==> config.mk <==
export PLATFORM = sky130hd
export DESIGN_NAME = accum_seq_nbits
export DESIGN_NICKNAME = d
export VERILOG_FILES = /design/src/rtl/accum_pkg.sv /design/src/rtl/sync_fifo.sv /design/src/rtl/accum_seq_nbits.sv
export SDC_FILE = /design/constraint.sdc
export NUM_CORES = 1
export LEC_CHECK = 0
export BUFFER_PORTS_ARGS = -buffer_cell sky130_fd_sc_hd__buf_2
export CAP_MARGIN = 10
export CORE_MARGIN = 4
export CORE_UTILIZATION = 50
export DETAILED_ROUTE_END_ITERATION = 6
export GPL_TIMING_DRIVEN = 0
export PLACE_DENSITY = 0.67
export SLEW_MARGIN = 15
export SYNTH_ARGS = -nofsm -noshare
export SYNTH_HDL_FRONTEND = slang
export SYNTH_HIERARCHICAL = 1
export SYNTH_SLANG_ARGS = --single-unit
==> constraint.sdc <==
create_clock -name clk_i -period 4.99 [get_ports clk_i]
set_clock_uncertainty 0.2 [all_clocks]
set_input_delay 0.499 -clock clk_i [delete_from_list [all_inputs] [get_ports clk_i]]
set_output_delay 0.499 -clock clk_i [all_outputs]
set_load 0.03 [all_outputs]
==> src/rtl/accum_pkg.sv <==
// Shared types and defaults for the n-bit accumulator and its operand sequencer.
package accum_pkg;

  localparam int unsigned ACC_WIDTH = 32;
  localparam int unsigned ACC_LEN_W = 8;

  typedef enum logic [1:0] {
    ST_IDLE,
    ST_CLEAR,
    ST_RUN,
    ST_DONE
  } state_t;

endpackage

==> src/rtl/sync_fifo.sv <==
// Single-clock FIFO with no bypass: a written word is readable the cycle after it is pushed.
module sync_fifo #(
  parameter int unsigned WIDTH = 32,
  parameter int unsigned DEPTH = 4
) (
  input  logic             clk,
  input  logic             rst_n,
  input  logic             push,
  input  logic             pop,
  input  logic [WIDTH-1:0] wdata,
  output logic [WIDTH-1:0] rdata,
  output logic             full,
  output logic             empty
);

  localparam int unsigned AW = $clog2(DEPTH);
  localparam int unsigned CW = AW + 1;

  logic [WIDTH-1:0] mem [DEPTH];
  logic [AW-1:0]    wr_ptr;
  logic [AW-1:0]    rd_ptr;
  logic [CW-1:0]    count;
  logic             do_push;
  logic             do_pop;

  assign full    = (count == CW'(DEPTH));
  assign empty   = (count == '0);
  assign rdata   = mem[rd_ptr];
  assign do_push = push && !full;
  assign do_pop  = pop && !empty;

  // DEPTH is a power of two, so the pointers wrap by plain overflow.
  always_ff @(posedge clk or negedge rst_n) begin
    if (!rst_n) begin
      wr_ptr <= '0;
      rd_ptr <= '0;
      count  <= '0;
    end else begin
      if (do_push) wr_ptr <= wr_ptr + AW'(1);
      if (do_pop)  rd_ptr <= rd_ptr + AW'(1);
      if (do_push && !do_pop)      count <= count + CW'(1);
      else if (!do_push && do_pop) count <= count - CW'(1);
    end
  end

  always_ff @(posedge clk) begin
    if (do_push) mem[wr_ptr] <= wdata;
  end

endmodule

==> src/rtl/accum_seq_nbits.sv <==
// Operand sequencer: buffers producer words and feeds len of them to the accumulator per burst.
module accum_seq_nbits
  import accum_pkg::*;
#(
  parameter int unsigned WIDTH = ACC_WIDTH,
  parameter int unsigned DEPTH = 4,
  parameter int unsigned LEN_W = ACC_LEN_W
) (
  input  logic             clk_i,
  input  logic             nrst_i,
  input  logic             in_valid_i,
  input  logic [WIDTH-1:0] in_data_i,
  output logic             in_ready_o,
  input  logic             start_i,
  input  logic [LEN_W-1:0] len_i,
  output logic [WIDTH-1:0] x_o,
  output logic             acc_clr_o,
  output logic             busy_o,
  output logic             done_o
);

  state_t           state;
  logic [LEN_W-1:0] len_q;
  logic [LEN_W-1:0] cnt;
  logic             push;
  logic             pop;
  logic             full;
  logic             empty;
  logic [WIDTH-1:0] head;

  assign in_ready_o = !full;
  assign push       = in_valid_i && !full;
  assign pop        = (state == ST_RUN) && !empty;

  sync_fifo #(
    .WIDTH (WIDTH),
    .DEPTH (DEPTH)
  ) u_fifo (
    .clk   (clk_i),
    .rst_n (nrst_i),
    .push  (push),
    .pop   (pop),
    .wdata (in_data_i),
    .rdata (head),
    .full  (full),
    .empty (empty)
  );

  // Outputs are registered alongside the state they belong to, so they
  // are valid for exactly the cycle the FSM spends in that state.
  always_ff @(posedge clk_i or negedge nrst_i) begin
    if (!nrst_i) begin
      state     <= ST_IDLE;
      len_q     <= '0;
      cnt       <= '0;
      x_o       <= '0;
      acc_clr_o <= 1'b0;
      busy_o    <= 1'b0;
      done_o    <= 1'b0;
    end else begin
      x_o       <= '0;
      acc_clr_o <= 1'b0;
      done_o    <= 1'b0;
      case (state)
        ST_IDLE: begin
          if (start_i) begin
            len_q     <= len_i;
            cnt       <= '0;
            state     <= ST_CLEAR;
            acc_clr_o <= 1'b1;
            busy_o    <= 1'b1;
          end
        end
        ST_CLEAR: begin
          if (len_q == '0) begin
            state  <= ST_DONE;
            done_o <= 1'b1;
          end else begin
            state <= ST_RUN;
          end
        end
        ST_RUN: begin
          if (pop) begin
            x_o <= head;
            cnt <= cnt + LEN_W'(1);
            if (cnt + LEN_W'(1) == len_q) begin
              state  <= ST_DONE;
              done_o <= 1'b1;
            end
          end
        end
        ST_DONE: begin
          state  <= ST_IDLE;
          busy_o <= 1'b0;
        end
        default: state <= ST_IDLE;
      endcase
    end
  end

endmodule
======== Word-level counts from Yosys, hierarchy flattened ========
Memories as Yosys holds them, arrays and structs flattened.
Cells that the tools add are included.
word-level totals
  memories ................................ 1
  input port bits ......................... 44
  register bits after elaboration ......... 60
  bits in read-only memories .............. 0
  latch bits .............................. 0
  bits in writable memories ............... 128
memories
  memory      words  bits a word  rd ports  clocked after Yosys merged registers in  wr ports  RTL line         RTL
  u_fifo.mem  4      32           1         0                                        1         sync_fifo.sv:19  logic [WIDTH-1:0] mem [DEPTH];
cells by class
  add/sub/neg operators ................... 5
  shift operators ......................... 0
  reductions and logical operators ........ 20
  equality and inequality tests ........... 8
  multiply operators ...................... 0
  bitwise operators ....................... 0
  magnitude comparators ................... 0
  mux-type cells .......................... 22
  divide/modulo/power cells ............... 0
operators by type and width
  kind                 count
  $mux 32              2
  $mux 8               2
  $pmux 8 s2           1
  $mux 1               9
  $add 8x1->8 const B  1
  $eq 8x8->1           1
  $logic_not 8->1      1
  $pmux 2 s4           1
  $logic_and 1x1->1    6
  $mux 2               3
  $mux 3               2
  $reduce_and 3->1     2
  $reduce_bool 2->1    3
  $add 2x1->2 const B  2
  $eq 2x2->1 const B   2
  $logic_not 1->1      4
  $ne 2x1->1 const B   2
  $pmux 1 s2           2
  $reduce_and 2->1     2
  $add 3x1->3 const B  1
  $eq 3x3->1 const B   1
  $logic_not 3->1      1
  $sub 3x1->3 const B  1
  $eq 2x1->1 const B   1
  other kinds (2)      2

======== Longest topological paths before layout ========
  word-level depth ........................ 8
  depth in mapped cells ................... 12

======== Hierarchy ========
Netlist, hierarchy kept.
by module, submodules not included
  module           cells an instance  area each (µm²)  instances
  sync_fifo        204                5094.9           1
  accum_seq_nbits  195                2283.4           1

======== Worst setup path before layout ========
OpenSTA, ideal clock, no wires.
  path type ............................... register to register
  start ................................... reg state[0]
  end ..................................... reg u_fifo.count[1]
  stages on the path, launching flop included .. 11
  setup time .............................. 0.125 ns
  path buffers ............................ 1
  required time ........................... 4.665 ns
  path slack .............................. 2.390 ns
  arrival ................................. 2.275 ns
  period minus slack after synthesis ...... 2.600 ns
  path through ............................ dfrtp_1 inv_1 ha_1 inv_1 nor2_1 clkbuf_1 nand2_1 ha_1 inv_1 fa_1 mux2_2
on the way
  longest elaborated chain between the ends .. 6
RTL lines
  item                                                RTL line               RTL
  start: declaration                                  accum_seq_nbits.sv:22  state_t state;
  start signal: assignment                            accum_seq_nbits.sv:53  state <= ST_IDLE;
  start signal: assignment                            accum_seq_nbits.sv:69  state <= ST_CLEAR;
  start signal: assignment                            accum_seq_nbits.sv:76  state <= ST_DONE;
  $eq 2x2->1 *                                        accum_seq_nbits.sv:33  assign pop = (state == ST_RUN) && !empty;
  $logic_and 1x1->1 *                                 accum_seq_nbits.sv:33
  net pop                                             accum_seq_nbits.sv:26  logic pop;
  $logic_and 1x1->1 *                                 sync_fifo.sv:30        assign do_pop = pop && !empty;
  $logic_not 1->1                                     sync_fifo.sv:41        if (do_push && !do_pop) count <= count + CW'(1);
  $logic_and 1x1->1                                   sync_fifo.sv:41
  $mux 3 / $reduce_bool 2->1 (equally long branches)  n/a
  end signal: assignment                              sync_fifo.sv:41
  end signal: assignment                              sync_fifo.sv:42        else if (!do_push && do_pop) count <= count - CW'(1);
  end: declaration                                    sync_fifo.sv:22        logic [CW-1:0] count;
The timed path passes the listed nets; every way through them passes the cells marked *.
A chain may end at the register's enable or synchronous reset.

======== Final worst setup path ========
Same ends and word-level chain as after synthesis.

==> results_dict.tcl <==
set metrics [dict create \
    hold_path.class "in -> reg" \
    postCtsSetupRepairBufs 0 \
    worstPathRequired_ns 5.11 \
    synth.cell_area_um2 7380 \
    power_uw 5380 \
    hold_viol 0 \
    p_leak_uw 0.00343 \
    crit_top_cell "inv_1" \
    final_nets 558 \
    syn_area_per_cell_um2 18.5 \
    max_freq_mhz 300 \
    slowest_stage "clkbuf_1" \
    power_switching_uw 1710 \
    postCtsResizedCells 0 \
    io_buffers 79 \
    synth-simple-area-share_pct 7.16 \
    std_cell_rows 44 \
    syn-instance-count 399 \
    cts_root_buf "clkbuf_16" \
    grt_max_degree 37 \
    synth_nets 454 \
    cts_buffer_depth 2 \
    synth_xor_area_share_pct 2.00 \
    grt_pass1_vias 4007 \
    wl_per_cell_um 18.6 \
    synth_seq_area_share_pct 72.4 \
    fin_crit_ns 3.33 \
    slew_viol_final 0 \
    ys_types 43 \
    grt_util_met3_pct 4.45 \
    grt_pass1_wl_um 21400 \
    die_area_um2 16800 \
    gp_congestion 0.809 \
    antenna_found_initial 0 \
    area_delta_synth_final_pct 18.3 \
    grtUsageTotal_pct 17.3 \
    die_x_um 129 \
    cp-start-kind "flop" \
    endpoint_kind "flop" \
    core_area_um2 14500 \
    ys_async_sr_fraction_pct 31.9 \
    synth_top_family_by_area "multiplexers" \
    critical_path_class "reg -> reg" \
    p_sw_share_pct 31.7 \
    tightest_slew_ns 0.800 \
    timing.hold.ws_ns 0.0773 \
    wl_um 13100 \
    pwr-share-clk_pct 25.4 \
    cts_sinks 188 \
    busiest_layer "met2" \
    drt_iter0_drc 240 \
    seq_power_share_pct 41.9 \
    synthTopCellsByCount "128 x edfxtp_1, 60 x dfrtp_1, 38 x and2_1" \
    synth_largest_area_cell "edfxtp_1" \
    n_fill_cell 1101 \
    drive_gt1_share_pct 33.9 \
    ys.flop_type "edfxtp_1" \
    met2_usage_pct 27.6 \
    synth_enable_flop_cells 128 \
    worstPathMaxFanout 11 \
    drt_drc_violations_left 0 \
    powerDensity_nw_per_um2 617 \
    synth_warnings 6 \
    fin_setup_tns_ns 0 \
    synth_adder_area_share_pct 1.97 \
    clk_latency_ns 0.43 \
    cts_tree "done" \
    ant_nets 0 \
    finalSetupViolations 0 \
    cts_buffers 17 \
    slowest_delay_ns 0.51 \
    worstPathArrival_ns 3.44 \
    grt_overflow_total 0 \
    synth_mux_area_share_pct 11.8 \
    first_pass_iters 4 \
    fin_area_um2 8730 \
    synth_compound_area_share_pct 2.56 \
    status "finished, final reports clean" \
    vdd_ir_drop_max_mv 0.392 \
    dpl_cell_area_um2 8110 \
    period_share_pct 66.7 \
    p_int_uw 3680 \
    dpl.hpwl_um 8620 \
    drv_cap 0 \
    met1_usage_pct 23.0 \
    yosys.area.top_type_share_pct 52.1 \
    start_util_pct 51.0 \
    synthTopCellsByArea "edfxtp_1 52%, dfrtp_1 20%, mux4_2 8.5%" \
    ios 80 \
    yosysMostFrequentCell "edfxtp_1" \
    clk_pin_slew_ns 0.07 \
    slew_headroom_pct 46.3 \
    die_y_um 129 \
    ys_ff_latch 188 \
    htree_levels 4 \
    crit_chain "inv_1, ha_1, inv_1, nor2_1, clkbuf_1, nand2_1, ha_1, inv_1, fa_1, mux2_2" \
    combPwrFrac_pct 32.7 \
    drt-vias-per-instance 5.32 \
    vias 3730 \
    rsz0062_at_grt "false" \
]
-- repair_timing --
action | in CTS | in global routing
endpoints found under the setup margin | 0 | 0
hold endpoints to repair | 24 | 0
hold buffers | 1 | 0
-- stage by stage --
stage / utilization [%] / cells / setup slack (ns)
4_1_cts: 60.3 / 700 / 1.61
6_report: 60.3 / 701 / 1.66
3_5_place_dp: 56.0 / 667 / 1.63
3_3_place_gp: 55.3 / 662 / 1.69
5_1_grt: 60.3 / 700 / 1.33
2_1_floorplan: - / 399 / 2.39
-- worst max-delay path, delay by kind of cell, from the launching register on --
kind | cells | cell delay [ns]
DFF | 1 | 0.40
buffers and inverters | 4 | 0.83
adders and majority gates | 3 | 0.85
muxes | 1 | 0.27
and+or+nand+nor | 2 | 0.66
-- power groups by stage --
stage	sequential [µW]	combinational [µW]	clock, µW
global placement	2290	1710	0
floorplan	2470	1080	0
global route	2290	1930	1480
CTS	2260	1800	1400
detailed placement	2290	1800	0
finish	2250	1760	1370
-- final cells by class --
type	instances	area [µm²]	share of cell area, %
antenna	1	2.50	0.0287
buffer	14	123	1.40
clock buffer	20	447	5.12
clock inverter	12	160	1.83
inverter	9	33.8	0.387
multi-input combinational	188	1880	21.6
sequential	188	5350	61.2
tap	184	230	2.64
timing repair buffer	85	508	5.82
-- registers in the layout (all words and copies together), names as in the netlist --
| name | cells |
|---|---|
| busy_o | 1 |
| u_fifo/count | 3 |
| x_o | 32 |
| done_o | 1 |
| state | 2 |
| acc_clr_o | 1 |
| len_q | 8 |
| u_fifo/wr_ptr | 2 |
| cnt | 8 |
| u_fifo/rd_ptr | 2 |
| u_fifo/mem | 128 |
-- cell usage in the layout (no fill, tap or decap), drive strengths merged, types with 5 or more instances in the layout --
master  Yosys  routed
nor2b       7       7
and2       38      38
ha         10      10
inv         9      12
mux2       11      11
o21ai      13      13
clkbuf      4      24
nor2       12      12
nand2      11      11
nor3        6       6
xnor2       9       9
mux4       32      32
buf        10      94
dfrtp      60      60
nand3       5       5
edfxtp    128     128
clkinv      0       5
xor2        7       7
-- worst paths after layout --
kind,startpoint,to,slack (ns),cells after the start
max reg2reg,state[0],u_fifo/count[1],1.66,10
min,in_data_i[4],u_fifo/mem[3][4],0.08,1
min in group asynchronous,nrst_i,len_q[2],0.32,2
max in group asynchronous,nrst_i,x_o[0],3.75,3
min reg2reg,u_fifo/count[2],u_fifo/count[2],0.29,1
max,state[0],u_fifo/count[1],1.66,10
-- kinds of logic after synthesis --
logic type / Yosys count
AO/OA/AOI/OAI: 27
XOR/XNOR: 16
adder cells (fa/ha/maj): 11
buffers and inverters: 23
flip-flops: 188
multiplexers: 43
AND/OR/NAND/NOR: 91
-- layer usage --
layer  vias up  part of all wire, %  routed length, µm
met5         -                    0                  0
met4         0                  1.9                250
met1      1898                   43               5600
met3        20                  4.9                635
li1       1721                    -                  -
met2        91                   50               6590
Note: power is estimated with default switching activity, not from simulation.
